===== src/rtl/global_mem_arbiter_pkg.sv =====
// Shared types for the global memory arbiter: access sizes, FSM states,
// the latched request record and small size helpers.
package global_arb_pkg;

  typedef enum logic [1:0] {
    SZ_U8  = 2'd0,
    SZ_U16 = 2'd1,
    SZ_U32 = 2'd2,
    SZ_U64 = 2'd3
  } size_e;

  typedef enum logic [1:0] {
    S_IDLE,
    S_ISSUE,
    S_WAIT,
    S_ERR
  } state_e;

  localparam logic [31:0] DEF_GLOBAL_BASE = 32'h8000_0000;
  localparam logic [31:0] DEF_GLOBAL_SIZE = 32'd1048576;

  // Offset is relative to GLOBAL_BASE; only legal requests ever reach memory.
  typedef struct packed {
    logic        we;
    size_e       size;
    logic [31:0] off;
    logic [63:0] wdata;
  } req_t;

  function automatic logic [3:0] size_bytes(input size_e sz);
    return 4'd1 << sz;
  endfunction

  function automatic logic [63:0] size_mask(input size_e sz);
    case (sz)
      SZ_U8:   return 64'h0000_0000_0000_00FF;
      SZ_U16:  return 64'h0000_0000_0000_FFFF;
      SZ_U32:  return 64'h0000_0000_FFFF_FFFF;
      default: return 64'hFFFF_FFFF_FFFF_FFFF;
    endcase
  endfunction

endpackage


===== src/rtl/global_mem_arbiter_rr.sv =====
// Round-robin grant: search starts one past the last granted index.
module rr_arbiter #(
  parameter int N     = 3,
  parameter int IDX_W = 2
) (
  input  logic [N-1:0]     req,
  input  logic [IDX_W-1:0] last,
  output logic [N-1:0]     grant
);

  logic             found;
  logic [IDX_W-1:0] idx;

  always_comb begin
    grant = '0;
    found = 1'b0;
    idx   = '0;
    for (int i = 1; i <= N; i++) begin
      idx = IDX_W'((int'(last) + i) % N);
      if (!found && req[idx]) begin
        grant[idx] = 1'b1;
        found      = 1'b1;
      end
    end
  end

endmodule


===== src/rtl/global_mem_arbiter.sv =====
// Shares one global memory port among NUM_REQ cores, one transaction at a
// time, with range/alignment checking and a response timeout.
module global_mem_arbiter
  import global_arb_pkg::*;
#(
  parameter int          NUM_REQ     = 3,
  parameter logic [31:0] GLOBAL_BASE = DEF_GLOBAL_BASE,
  parameter logic [31:0] GLOBAL_SIZE = DEF_GLOBAL_SIZE,
  parameter int          TIMEOUT     = 1024
) (
  input  logic                     clock,
  input  logic                     reset,
  input  logic [NUM_REQ-1:0]       req_valid,
  output logic [NUM_REQ-1:0]       req_ready,
  input  logic [NUM_REQ-1:0]       req_we,
  input  logic [NUM_REQ-1:0][1:0]  req_size,
  input  logic [NUM_REQ-1:0][63:0] req_addr,
  input  logic [NUM_REQ-1:0][63:0] req_wdata,
  output logic [NUM_REQ-1:0]       rsp_valid,
  output logic [63:0]              rsp_rdata,
  output logic                     rsp_err,
  output logic                     mem_valid,
  input  logic                     mem_ready,
  output logic                     mem_we,
  output logic [31:0]              mem_addr,
  output logic [7:0]               mem_be,
  output logic [63:0]              mem_wdata,
  input  logic                     mem_rvalid,
  input  logic [63:0]              mem_rdata
);

  localparam int IDX_W = (NUM_REQ > 1) ? $clog2(NUM_REQ) : 1;
  localparam int CNT_W = $clog2(TIMEOUT + 1);

  state_e           state_q, state_d;
  req_t             req_q;
  logic [IDX_W-1:0] owner_q, last_q, gidx;
  logic [CNT_W-1:0] cnt_q;
  logic [NUM_REQ-1:0] grant;
  logic             accept, sel_legal;
  size_e            sel_size;
  logic [63:0]      sel_addr, bytes64, rd_shift;
  logic [64:0]      sel_end, limit;

  rr_arbiter #(.N(NUM_REQ), .IDX_W(IDX_W)) u_rr (
    .req   (req_valid),
    .last  (last_q),
    .grant (grant)
  );

  always_comb begin
    gidx = '0;
    for (int i = 0; i < NUM_REQ; i++) begin
      if (grant[i]) gidx = IDX_W'(i);
    end
  end

  // End address is computed one bit wider so a request near 2^64 cannot wrap.
  always_comb begin
    sel_size  = size_e'(req_size[gidx]);
    sel_addr  = req_addr[gidx];
    bytes64   = 64'(size_bytes(sel_size));
    sel_end   = {1'b0, sel_addr} + {1'b0, bytes64} - 65'd1;
    limit     = 65'(GLOBAL_BASE) + 65'(GLOBAL_SIZE);
    sel_legal = (sel_addr >= 64'(GLOBAL_BASE)) && (sel_end < limit) &&
                ((sel_addr & (bytes64 - 64'd1)) == 64'd0);
  end

  always_ff @(posedge clock) begin
    if (reset) begin
      state_q <= S_IDLE;
      last_q  <= IDX_W'(NUM_REQ - 1);
      owner_q <= '0;
      cnt_q   <= '0;
    end else begin
      state_q <= state_d;
      if (accept) begin
        last_q  <= gidx;
        owner_q <= gidx;
      end
      cnt_q <= (state_q == S_WAIT) ? cnt_q + CNT_W'(1) : '0;
    end
  end

  always_ff @(posedge clock) begin
    if (accept) begin
      req_q <= '{we:    req_we[gidx],
                 size:  sel_size,
                 off:   32'(sel_addr - 64'(GLOBAL_BASE)),
                 wdata: req_wdata[gidx]};
    end
  end

  always_comb begin
    state_d   = state_q;
    accept    = 1'b0;
    req_ready = '0;
    rsp_valid = '0;
    rsp_err   = 1'b0;
    rsp_rdata = '0;
    mem_valid = 1'b0;
    mem_we    = 1'b0;
    mem_addr  = '0;
    mem_be    = '0;
    mem_wdata = '0;
    rd_shift  = mem_rdata >> {req_q.off[2:0], 3'b000};
    case (state_q)
      S_IDLE: begin
        if (|req_valid) begin
          accept    = 1'b1;
          req_ready = grant;
          state_d   = sel_legal ? S_ISSUE : S_ERR;
        end
      end
      S_ISSUE: begin
        mem_valid = 1'b1;
        mem_we    = req_q.we;
        mem_addr  = {req_q.off[31:3], 3'b000};
        mem_be    = 8'((9'd1 << size_bytes(req_q.size)) - 9'd1) << req_q.off[2:0];
        mem_wdata = req_q.wdata << {req_q.off[2:0], 3'b000};
        if (mem_ready) state_d = S_WAIT;
      end
      S_WAIT: begin
        // A response arriving in the timeout cycle still counts as success.
        if (mem_rvalid) begin
          rsp_valid[owner_q] = 1'b1;
          rsp_rdata          = req_q.we ? 64'd0 : (rd_shift & size_mask(req_q.size));
          state_d            = S_IDLE;
        end else if (cnt_q == CNT_W'(TIMEOUT)) begin
          rsp_valid[owner_q] = 1'b1;
          rsp_err            = 1'b1;
          state_d            = S_IDLE;
        end
      end
      default: begin
        rsp_valid[owner_q] = 1'b1;
        rsp_err            = 1'b1;
        state_d            = S_IDLE;
      end
    endcase
    if (reset) begin
      accept    = 1'b0;
      req_ready = '0;
      rsp_valid = '0;
      rsp_err   = 1'b0;
      rsp_rdata = '0;
      mem_valid = 1'b0;
      mem_we    = 1'b0;
      mem_addr  = '0;
      mem_be    = '0;
      mem_wdata = '0;
    end
  end

endmodule


===== config.mk =====
export PLATFORM = sky130hd
export DESIGN_NAME = global_mem_arbiter
export DESIGN_NICKNAME = d
export VERILOG_FILES = /design/src/rtl/global_mem_arbiter_pkg.sv /design/src/rtl/global_mem_arbiter_rr.sv /design/src/rtl/global_mem_arbiter.sv
export SDC_FILE = /design/constraint.sdc
export NUM_CORES = 1
export LEC_CHECK = 0
export CAP_MARGIN = 20
export CORE_AREA = 2 2 252 254
export DETAILED_ROUTE_END_ITERATION = 7
export DIE_AREA = 0 0 254 256
export PLACE_DENSITY = 0.58
export SKIP_LAST_GASP = 1
export SLEW_MARGIN = 5
export SYNTH_ARGS = -nofsm -noshare
export SYNTH_HDL_FRONTEND = slang
export SYNTH_SLANG_ARGS = --single-unit

===== constraint.sdc =====
create_clock -name clock -period 9.3 [get_ports clock]
set_clock_uncertainty 0.1 [all_clocks]
set_input_delay 1.86 -clock clock [delete_from_list [all_inputs] [get_ports clock]]
set_output_delay 1.86 -clock clock [all_outputs]
set_load 0.05 [all_outputs]

==> impl_metrics.json <==
{
  "grt_max_degree": 108,
  "ir_worst_vdd_uv": 171,
  "instances_no_fill": 3768,
  "vias": 20788,
  "drc": 0,
  "synth_edf_count": 99,
  "overflow": 0,
  "p_leak_nw": 10.1,
  "cp.arrival_ns": 8.56,
  "min_path_cells": 1,
  "cts_setup_buffers": 0,
  "power_density_nw_per_um2": 205,
  "place_congestion": 1.02,
  "cp.required_ns": 9.53,
  "start_util": 0.277,
  "nets": 3476,
  "wl_per_cell_um": 25.9,
  "cts_tree": "done",
  "grt_usage": 0.289,
  "synth_seq_cells": 115,
  "cts-root-buf": "clkbuf_16",
  "synth-seq-area-share": 0.191,
  "core_um2": 62400,
  "worstSetupPathType": "in2reg",
  "syn_area_per_cell_um2": 7.38,
  "yosys_warnings": 0,
  "die_area_um2": 65000,
  "max_freq_mhz": 120,
  "cts_resized": 0,
  "cap_violations": 0,
  "portBuffers": 637,
  "grt_pass1_vias": 20374,
  "cts_buffers": 17,
  "worst-path-max-fanout": 83,
  "fin_util": 0.402,
  "hold_viol": 0,
  "fin_crit_ns": 8.33,
  "num_rows": 92,
  "synth_area_um2": 17300,
  "drt-pass1-iter-count": 6,
  "cts_hold_buf": 0,
  "rsz0062_at_grt": "false",
  "wirelength_um": 97700,
  "dp_hpwl_um": 82500,
  "antenna_found_initial": 5,
  "synth_cells": 2340,
  "cp-start-kind": "primary input",
  "ctsHtreeMaxLevel": 4,
  "drive_gt1_frac": 0.0648,
  "finalMaxSlewViolations": 0,
  "hold_class": "reg2reg",
  "die_h_um": 256,
  "drtIter0Drc": 1849,
  "tightestPinTransition_ns": 1.18,
  "clock-sinks": 115,
  "clk_latency_ns": 0.45,
  "ant_nets": 0,
  "clk_pin_slew_worst_paths_ns": 0.06,
  "final.period_utilization": 0.895,
  "setup_viol": 0,
  "final_design_area_no_fill_um2": 25100,
  "relSlewSlack": 0.215,
  "async_flop_share": 0,
  "endpoint_kind": "flop",
  "syn_to_final_growth_pct": 45.3,
  "clock_path_buffers": 2,
  "ios": 641,
  "vias_per_cell": 5.52,
  "placed_area_um2": 24500,
  "synth_cell_type_count": 100,
  "die_w_um": 254,
  "fin_tns_setup_ns": 0,
  "reg2regPathDepth": 23,
  "synth_ff_type": "edfxtp_1",
  "grt_pass1_wl_um": 139000,
  "dp.cells": 3729,
  "status": "completed"
}
## cell families (layout without fill, tap and decap cells)
| family | after synthesis | after routing | share of synthesized area |
|---|---|---|---|
| compound gates | 616 | 616 | 0.232 |
| mux | 192 | 192 | 0.142 |
| flops | 115 | 115 | 0.191 |
| fa+ha+maj | 108 | 108 | 0.0783 |
| other cells | 1 | 8 | 0.000217 |
| xor+xnor | 25 | 25 | 0.0127 |
| simple gates | 1023 | 1023 | 0.285 |
| buf+inv | 260 | 835 | 0.0593 |
## cell type report
class | count | area (um2)
Fill cell | 6428 | 37300
Multi-Input combinational cell | 1967 | 13000
Timing Repair Buffer | 684 | 6720
Sequential cell | 115 | 3290
Tap cell | 846 | 1060
Inverter | 119 | 449
Clock buffer | 20 | 437
Clock inverter | 12 | 139
Antenna cell | 5 | 12.5
## cells in the mapped netlist (40+ instances only)
cell type | instances | area (um2)
and3_1 | 52 | 325
a21oi_1 | 156 | 781
nand2_1 | 277 | 1040
inv_1 | 118 | 443
nor2_1 | 337 | 1260
o21ai_0 | 111 | 556
mux2i_1 | 132 | 1320
nor4_1 | 46 | 288
mux4_2 | 40 | 901
edfxtp_1 | 99 | 2970
clkbuf_1 | 96 | 360
a21o_1 | 64 | 480
ha_1 | 108 | 1350
a31oi_1 | 86 | 538
nor2b_1 | 55 | 344
## routing by layer
metal  track usage  part of all wire  vias up
li1              -                 -     9657
met3        0.0459             0.066      133
met5             0           0.00032        -
met4         0.103             0.035        4
met1         0.363              0.42    10032
met2         0.496              0.48      962
## through the flow
step                      hold WS, ns  worst slack (ns)  power (mW)
after floorplan                 0.330              2.07        3.03
after global placement          0.343             0.645        4.40
after detailed placement        0.355             0.569        4.38
after CTS                       0.369              1.03        5.09
after global routing            0.412             0.474        5.45
final                           0.363             0.974        5.13
## flip-flops by register name (all words and copies together) (netlist names)
name	cells
cnt_q	11
last_q	1
owner_q	2
req_q	99
state_q	2
## report_power, final
| part | internal [mW] | switching, mW |
|---|---|---|
| registers | 0.667 | 0.0540 |
| clock network | 0.416 | 0.254 |
| logic | 1.37 | 2.37 |
| total | 2.45 | 2.68 |
## layout by cell type (no fill, tap or decap), types with 19 or more instances in the layout
cell and instances:
a211oi_1 31, a21o_1 63, a21oi_1 156, a31oi_1 86, and2_1 25, and3_1 52
buf_4 48, clkdlybuf4s50_1 635, edfxtp_1 99, ha_1 108, inv_1 116, mux2_2 19
mux2i_1 132, mux4_2 40, nand2_1 277, nand2b_1 35, nand3_1 35, nand4_1 35
nor2_1 337, nor2b_1 55, nor3_1 37, nor4_1 45, o21a_1 27, o21ai_0 111
## critical path, stage by stage
cell	delay (ns)
clkdlybuf4s50_1	0.67
nor2b_1	0.24
a2bb2oi_1	0.33
o21a_4	0.78
buf_4	0.32
nor2_1	0.06
a31oi_1	0.47
inv_1	0.15
ha_1	0.55
nor4bb_1	0.14
buf_4	0.17
and2_1	0.18
a21oi_1	0.16
o21ai_0	0.11
a2111o_1	0.40
nor4_1	0.32
nand4_1	0.12
nor4_1	0.46
o2111ai_1	0.18
nor4_1	0.30
nand4_1	0.12
o41a_1	0.41
## path summary, 6_finish.rpt
check / slack, ns / endpoint / start
setup / recovery: 0.97 / state_q[1]$_SDFFE_PP0P_ / req_valid[1]
hold / removal: 0.36 / cnt_q[0]$_SDFF_PP0_ / cnt_q[0]$_SDFF_PP0_
setup reg to reg: 2.15 / state_q[1]$_SDFFE_PP0P_ / owner_q[0]$_SDFFE_PP0P_
hold reg to reg: 0.36 / cnt_q[0]$_SDFF_PP0_ / cnt_q[0]$_SDFF_PP0_
No activity file was read; power rests on OpenSTA's default activity.
